<file path="src/rtl/spi_mem_responder.sv">
// SPI mode-0 target modelling a small serial NOR memory (read, status, ID, page program).
// Bus inputs are 2-FF synchronised to CLKA and edge-detected; all outputs are registered.
module spi_mem_responder #(
   parameter int          ADDR_W      = 8,
   parameter int          PROG_CYCLES = 1000,
   parameter logic [23:0] JEDEC_ID    = 24'hEF4016
) (
   input  logic       CLKA,
   input  logic       RST,
   input  logic       SPI_CLK,
   input  logic       SPI_CS_n,
   input  logic       SPI_MOSI,
   output logic       SPI_MISO,
   output logic       MISO_OE,
   output logic       CMD_STROBE,
   output logic [7:0] CMD_BYTE,
   output logic       WIP
);

   localparam int TMR_W = $clog2(PROG_CYCLES + 1);

   localparam logic [7:0] OP_READ = 8'h03;
   localparam logic [7:0] OP_PROG = 8'h02;
   localparam logic [7:0] OP_STAT = 8'h05;
   localparam logic [7:0] OP_ID   = 8'h9F;
   localparam logic [7:0] OP_WREN = 8'h06;
   localparam logic [7:0] OP_WRDI = 8'h04;

   typedef enum logic [2:0] {
      S_IDLE, S_CMD, S_ADDR, S_READ, S_PROG, S_STAT, S_ID, S_IGNORE
   } state_t;

   state_t              r_state;
   logic [2:0]          r_sck_sync;
   logic [2:0]          r_cs_sync;
   logic [1:0]          r_mosi_sync;
   logic [2:0]          r_bit_cnt;
   logic [1:0]          r_idx;
   logic [6:0]          r_shift;
   logic [7:0]          r_tx;
   logic [ADDR_W-1:0]   r_addr;
   logic                r_wel;
   logic                r_prog_any;
   logic                r_wr_pend;
   logic [7:0]          r_wr_dat;
   logic [TMR_W-1:0]    r_tmr;
   logic [7:0]          r_mem [2**ADDR_W];

   logic                w_sck_rise;
   logic                w_sck_fall;
   logic                w_cs_rise;
   logic                w_cs_fall;
   logic                w_cs_act;
   logic                w_mosi;
   logic                w_byte_done;
   logic                w_resp_state;
   logic [7:0]          w_rx_byte;
   logic [7:0]          w_tx_byte;

   always_ff @(posedge CLKA) begin
      if (RST) begin
         r_sck_sync  <= 3'b000;
         r_cs_sync   <= 3'b111;
         r_mosi_sync <= 2'b00;
      end else begin
         r_sck_sync  <= {r_sck_sync[1:0], SPI_CLK};
         r_cs_sync   <= {r_cs_sync[1:0], SPI_CS_n};
         r_mosi_sync <= {r_mosi_sync[0], SPI_MOSI};
      end
   end

   assign w_sck_rise   =  r_sck_sync[1] & ~r_sck_sync[2];
   assign w_sck_fall   = ~r_sck_sync[1] &  r_sck_sync[2];
   assign w_cs_rise    =  r_cs_sync[1]  & ~r_cs_sync[2];
   assign w_cs_fall    = ~r_cs_sync[1]  &  r_cs_sync[2];
   assign w_cs_act     = ~r_cs_sync[1];
   assign w_mosi       =  r_mosi_sync[1];
   assign w_byte_done  = (r_bit_cnt == 3'd7);
   assign w_rx_byte    = {r_shift, w_mosi};
   assign w_resp_state = (r_state == S_READ) || (r_state == S_STAT) || (r_state == S_ID);

   // Byte loaded onto MISO at each byte start (bit counter back at 0 on the SCK fall)
   always_comb begin
      w_tx_byte = 8'h00;
      case (r_state)
         S_READ: w_tx_byte = r_mem[r_addr];
         S_STAT: w_tx_byte = {6'b0, r_wel, WIP};
         S_ID: begin
            case (r_idx)
               2'd0:    w_tx_byte = JEDEC_ID[23:16];
               2'd1:    w_tx_byte = JEDEC_ID[15:8];
               2'd2:    w_tx_byte = JEDEC_ID[7:0];
               default: w_tx_byte = 8'h00;
            endcase
         end
         default: w_tx_byte = 8'h00;
      endcase
   end

   always_ff @(posedge CLKA) begin
      if (RST) begin
         r_state    <= S_IDLE;
         SPI_MISO   <= 1'b0;
         MISO_OE    <= 1'b0;
         CMD_STROBE <= 1'b0;
         CMD_BYTE   <= 8'h00;
         WIP        <= 1'b0;
         r_wel      <= 1'b0;
         r_bit_cnt  <= 3'd0;
         r_idx      <= 2'd0;
         r_shift    <= 7'd0;
         r_tx       <= 8'h00;
         r_addr     <= '0;
         r_prog_any <= 1'b0;
         r_wr_pend  <= 1'b0;
         r_wr_dat   <= 8'h00;
         r_tmr      <= '0;
      end else begin
         CMD_STROBE <= 1'b0;
         if (r_tmr != '0) begin
            r_tmr <= r_tmr - TMR_W'(1);
            if (r_tmr == TMR_W'(1))
               WIP <= 1'b0;
         end
         if (r_wr_pend) begin
            r_wr_pend <= 1'b0;
            r_addr    <= r_addr + ADDR_W'(1);
         end
         if (w_cs_rise) begin
            r_state   <= S_IDLE;
            MISO_OE   <= 1'b0;
            SPI_MISO  <= 1'b0;
            r_bit_cnt <= 3'd0;
            if (r_state == S_PROG && r_prog_any) begin
               r_wel <= 1'b0;
               WIP   <= 1'b1;
               r_tmr <= TMR_W'(PROG_CYCLES);
            end
         end else if (w_cs_fall) begin
            r_state    <= S_CMD;
            r_bit_cnt  <= 3'd0;
            r_idx      <= 2'd0;
            r_prog_any <= 1'b0;
         end else if (w_cs_act && r_state != S_IDLE) begin
            if (w_sck_rise) begin
               r_bit_cnt <= r_bit_cnt + 3'd1;
               r_shift   <= w_rx_byte[6:0];
               if (r_state == S_ADDR)
                  r_addr <= {r_addr[ADDR_W-2:0], w_mosi};
               if (w_byte_done) begin
                  case (r_state)
                     S_CMD: begin
                        CMD_STROBE <= 1'b1;
                        CMD_BYTE   <= w_rx_byte;
                        r_idx      <= 2'd0;
                        case (w_rx_byte)
                           OP_READ, OP_PROG: r_state <= S_ADDR;
                           OP_STAT:          r_state <= S_STAT;
                           OP_ID:            r_state <= S_ID;
                           OP_WREN: begin
                              r_state <= S_IGNORE;
                              if (!WIP)
                                 r_wel <= 1'b1;
                           end
                           OP_WRDI: begin
                              r_state <= S_IGNORE;
                              r_wel   <= 1'b0;
                           end
                           default:          r_state <= S_IGNORE;
                        endcase
                     end
                     S_ADDR: begin
                        if (r_idx == 2'd2) begin
                           r_idx <= 2'd0;
                           if (CMD_BYTE == OP_READ)
                              r_state <= S_READ;
                           else if (r_wel && !WIP)
                              r_state <= S_PROG;
                           else
                              r_state <= S_IGNORE;
                        end else begin
                           r_idx <= r_idx + 2'd1;
                        end
                     end
                     S_READ: r_addr <= r_addr + ADDR_W'(1);
                     S_PROG: begin
                        r_wr_pend  <= 1'b1;
                        r_wr_dat   <= w_rx_byte;
                        r_prog_any <= 1'b1;
                     end
                     S_ID: begin
                        if (r_idx != 2'd3)
                           r_idx <= r_idx + 2'd1;
                     end
                     default: ;
                  endcase
               end
            end else if (w_sck_fall && w_resp_state) begin
               MISO_OE <= 1'b1;
               if (r_bit_cnt == 3'd0) begin
                  SPI_MISO <= w_tx_byte[7];
                  r_tx     <= {w_tx_byte[6:0], 1'b0};
               end else begin
                  SPI_MISO <= r_tx[7];
                  r_tx     <= {r_tx[6:0], 1'b0};
               end
            end
         end
      end
   end

   // Array is deliberately not reset; a byte still pending when RST arrives is dropped
   always_ff @(posedge CLKA) begin
      if (r_wr_pend && !RST)
         r_mem[r_addr] <= r_wr_dat;
   end

endmodule
</file>
<file path="config.mk">
export PLATFORM = sky130hd
export DESIGN_NAME = spi_mem_responder
export DESIGN_NICKNAME = d
export VERILOG_FILES = /design/src/rtl/spi_mem_responder.sv
export SDC_FILE = /design/constraint.sdc
export NUM_CORES = 2
export LEC_CHECK = 0
export CORE_MARGIN = 1
export CORE_UTILIZATION = 35
export DETAILED_ROUTE_END_ITERATION = 7
export DONT_BUFFER_PORTS = 1
export SYNTH_ARGS = -nofsm -noshare
export SYNTH_HDL_FRONTEND = slang
export SYNTH_SLANG_ARGS = --single-unit
</file>
<file path="constraint.sdc">
create_clock -name CLKA -period 8.6 [get_ports CLKA]
set_input_delay 2.15 -clock CLKA [delete_from_list [all_inputs] [get_ports CLKA]]
set_output_delay 2.15 -clock CLKA [all_outputs]
set_load 0.01 [all_outputs]
</file>
; Word-level counts from Yosys, hierarchy flattened
; Memory sizes are Yosys's and may differ from the RTL's. A register that Yosys moved wholly into a read port is not among the register bits.
; Cells that the tools add are included.
[totals]
ff_bits = 72
ramBits = 2048
wordCells = 156
mem_count = 1
[mem_list]
columns = memory, depth, width, read_ports, rd_clocked_by_memory_dff, wr, line_no
row1 = r_mem, 256, 8, 1, 1, 1, 47  ; logic [7:0] r_mem [2**ADDR_W];
[classes]
add_sub_neg = 4
n_eq_ne = 24
mux = 54
bitwise_logic = 13
n_reduce_logical = 40
[op_table]
columns = cell, count
row1 = 8-bit two-way mux, 10
row2 = 8-bit one-hot mux with 3 select lines, 2
row3 = 10-bit two-way mux, 3
row4 = 1-bit two-way mux, 26
row5 = "8-bit by 2-bit == test with 1-bit output, second input constant", 3
row6 = "8-bit by 3-bit == test with 1-bit output, second input constant", 3
row7 = 5-bit AND reduction, 4
row8 = 6-bit AND reduction, 3
row9 = 2-bit nonzero test, 9
row10 = 2-bit two-way mux, 7
row11 = "3-bit == test, second input constant", 4
row12 = "10-bit by 1-bit == test with 1-bit output, second input constant", 1
row13 = 10-bit nonzero test, 1
row14 = "10-bit by 1-bit subtractor with 10-bit output, second input constant", 1
row15 = 1-bit inverter, 9
row16 = 3-bit one-hot mux with 3 select lines, 1
row17 = 3-bit nonzero test, 3
row18 = "8-bit by 1-bit adder with 8-bit output, second input constant", 1
row19 = "8-bit == test, second input constant", 1
row20 = 4-bit AND reduction, 2
row21 = 8-bit AND reduction, 1
row22 = "3-bit by 2-bit == test with 1-bit output, second input constant", 2
row23 = 3-bit two-way mux, 2
row24 = "3-bit by 2-bit != test with 1-bit output, second input constant", 2
row25 = other kinds (22), 34

; Depth between registers and ports, before layout
[logic_depth]
depth_word = 10
depth_mapped = 12
mapped_depth_nobuf = 9

; Least setup slack after synthesis
; Ideal clock, no wire load.
[synth_timing]
kind = register to register
startpoint = reg r_wr_dat[1]
endpoint = mem r_mem[0][1], data pin
arrival_time_ns = 3.397
required_time_ns = 7.744
path_slack_ns = 4.347
path_stages_with_launch = 1
path_cell_list = dfxtp_1
[synth_rtl]
columns = element, line_no
row1 = from (decl), 45  ; logic [7:0] r_wr_dat;
row2 = from (signal assigned), 188  ; r_wr_dat <= w_rx_byte;
row3 = to (decl), 47
; Straight into the memory's write port.

==> run_results.csv <==
group,metric,value,unit
status,status,"completed",
drt,first_iter_violations,4792,
synthesis,yosysSeqAreaShare,0.761,
placement,dp_cells,6948,
floorplanning,die_x,488,µm
setup_path,r2r_slack,3500,ps
job,cap_viol_max_count,0,
drt,wl_per_cell,29.2,µm
setup_path,crit_arrival,5810,ps
clocking,cts_tree,"done",
clocking,clock_sinks,2119,
clocking,ctsHoldBuffers,0,
synthesis,ys_seq_elements,2119,
synthesis,synth_edf_count,2048,
setup_path,path_class,"flip-flop to flip-flop",
grt,grt_antenna_before_repair,5,
synthesis,yosysWarnings,0,
cells_and_area,fin_util,0.396,
synthesis,synthArstFlopShare,0,
grt,grt_pass1_wl,307000,µm
grt,overflow,0,
drt,routed_wl,215000,µm
synthesis,synth_cell_types,62,
setup_path,worstPathMaxFanout,72,
sta,rsz0062_at_grt,"false",
worst_hold_path,hp-class,"flip-flop to flip-flop",
clocking,cts_resized,0,
synthesis,avgSynthCellArea,20.9,µm²
placement,placed_area,0.0861,mm²
sta,slew_viol_final,0,
clocking,root_buffer,"clkbuf_16",
placement,numPortBuffers,0,
sta,clock_skew,33.9,ps
setup_path,worstSetupEndpointType,"flip-flop",
drt,vias,40700,
power,p_per_area,219,mW/mm²
drt,via_per_inst,5.54,
drt,dr.pass1.iters,6,
cells_and_area,final_common_cell,"edfxtp_1",
synthesis,post_synth_main_area_contributors,"edfxtp_1 74%, mux4_2 15%, dfxtp_1 1.7%",
sta,layout_min_cycle_time,5100,ps
sta,maxSlewHeadroom,0.164,
cells_and_area,most-common-layout-cells,"2048 x edfxtp_1, 550 x mux4_2, 351 x nor2_1",
cells_and_area,synthToLayoutAreaGrowth,12.5,%
sta,tightest_slew,1250,ps
placement,routabilityCongestion,0.898,
cells_and_area,drive_gt1_frac,0.231,
grt,grt_pass1_vias,40900,
clocking,clock_latency,850,ps
power,ir_drop,0.156,mV
placement,dp_hpwl,129000,µm
cells_and_area,final_cell_area,0.0930,mm²
synthesis,synth_area,0.0826,mm²
power,power,20.3,mW
clocking,cts.clk_slew.worst_paths,60,ps
floorplanning,die_h,488,µm
sta,timing.fmax,196,MHz
synthesis,yosysTopAreaCellShare,0.744,
clocking,cts_max_level,4,
clocking,numCtsBuffers,210,
floorplanning,ios,17,
sta,final-hold-violation-count,0,
floorplanning,dieArea,0.238,mm²
sta,fin_crit_sh,0.593,
power,p_leak,28.3,nW
setup_path,cp_data_required_time,9310,ps
drt,drc,0,
sta,setup_viol,0,
cells_and_area,nNetsFinal,4035,
synthesis,synth_ff_type,"edfxtp_1",
synthesis,synth_largest_area_cell,"edfxtp_1",
floorplanning,num_rows,178,
clocking,clock_path_buffers,3,
drt,postRouteAntennaNets,0,
clocking,cts_setup_buffers,0,
setup_path,startpoint_type,"flip-flop",
sta,setup_tns,0,ps
synthesis,synthCells,3945,
cells_and_area,finalNonFillerCells,7339,
floorplanning,core,0.235,mm²
synthesis,syn-num-nets,3970,
grt,grt_usage,0.180,
floorplanning,start_util,0.352,
grt,grt_start_max_net_pins,129,
## flip-flops by register name, summed over array words and instances, names as in the netlist
name         cells
r_shift          7
r_tx             7
r_idx            2
WIP              1
r_state          3
r_bit_cnt        3
CMD_STROBE       1
r_wel            1
SPI_MISO         1
r_tmr           10
MISO_OE          1
r_mosi_sync      2
r_wr_dat         8
CMD_BYTE         8
r_sck_sync       3
r_prog_any       1
r_mem         2048
r_wr_pend        1
r_addr           8
r_cs_sync        3
## per-layer routing
layer,global-route usage,up-vias,part of all wire
met1,0.248,21800,0.41
met3,0.0437,371,0.091
met4,0.0624,4,0.034
li1,-,16600,-
met2,0.277,1922,0.46
met5,0,-,0.00014
## worst paths after layout
| kind | from | end | cells past startpoint |
|---|---|---|---|
| min | r_cs_sync[0] | r_cs_sync[1] | 1 |
| max reg2reg | r_addr[0] | r_tx[4] | 9 |
| min reg2reg | r_cs_sync[0] | r_cs_sync[1] | 1 |
| max | r_addr[0] | r_tx[4] | 9 |
## cells in the mapped netlist (4+ instances only)
master    instances
a31oi_1           7
a22o_1           42
or3_1             4
xor2_1            6
clkbuf_1        112
nor4_1           10
and3_1            5
buf_2            42
o211ai_1         11
xnor2_1          11
and2_1            6
nor3b_1           4
buf_1            25
nor2b_1          18
o22ai_1          24
nor3_1           30
o21ai_0          30
dfxtp_1          71
nand2_1          83
nor2_1          352
a32oi_1          10
mux2_2            4
a22oi_1          65
a221oi_1         46
inv_1            16
edfxtp_1       2048
nand2b_1         11
clkbuf_2          4
buf_4            31
or2_2             5
o311ai_0          5
mux2i_1          66
a211oi_1         14
buf_6            22
nand3_1          39
or4_1             4
ha_1             20
mux4_2          550
a21oi_1          53
## worst max-delay path: stages, from the launching register on
cell and delay, ps:
dfxtp_4 820, buf_12 480, buf_4 550, mux4_2 570, a22o_1 280, a221oi_1 440, o22ai_1 270, o21ai_0 900
a41o_1 310, o211ai_1 90
## where the power goes
| part | internal [mW] | total [mW] | switching [mW] | leakage [nW] |
|---|---|---|---|---|
| logic | 0.0559 | 0.123 | 0.0674 | 5.38 |
| registers | 11.2 | 11.2 | 0.0170 | 19.6 |
| clock network | 5.09 | 9.04 | 3.95 | 3.32 |
## logic make-up after synthesis
group,share of synthesized area
DFF,0.761
muxes,0.158
AOI/OAI and AO/OA,0.0290
adders and majority gates,0.00303
xor gates and xnor gates,0.00180
and+or+nand+nor,0.0303
buffers and inverters,0.0160
## area by class of cell
| type | instances | area [µm²] |
|---|---|---|
| timing repair buffer | 91 | 746 |
| antenna | 2 | 5.00 |
| inverter | 18 | 72.6 |
| clock inverter | 131 | 1320 |
| sequential | 2119 | 63000 |
| clock buffer | 258 | 5510 |
| tap | 3150 | 3940 |
| multi-input combinational | 1570 | 18400 |
| fill | 20700 | 142000 |
## metrics by stage
stage          setup WS (ps)  hold slack [ps]
4_1_cts                 3700              428
2_1_floorplan           4350              389
5_1_grt                 3390              442
6_report                3500              421
3_5_place_dp            3640              409
3_3_place_gp            3610              405
No activity file was read; power rests on OpenSTA's default activity.
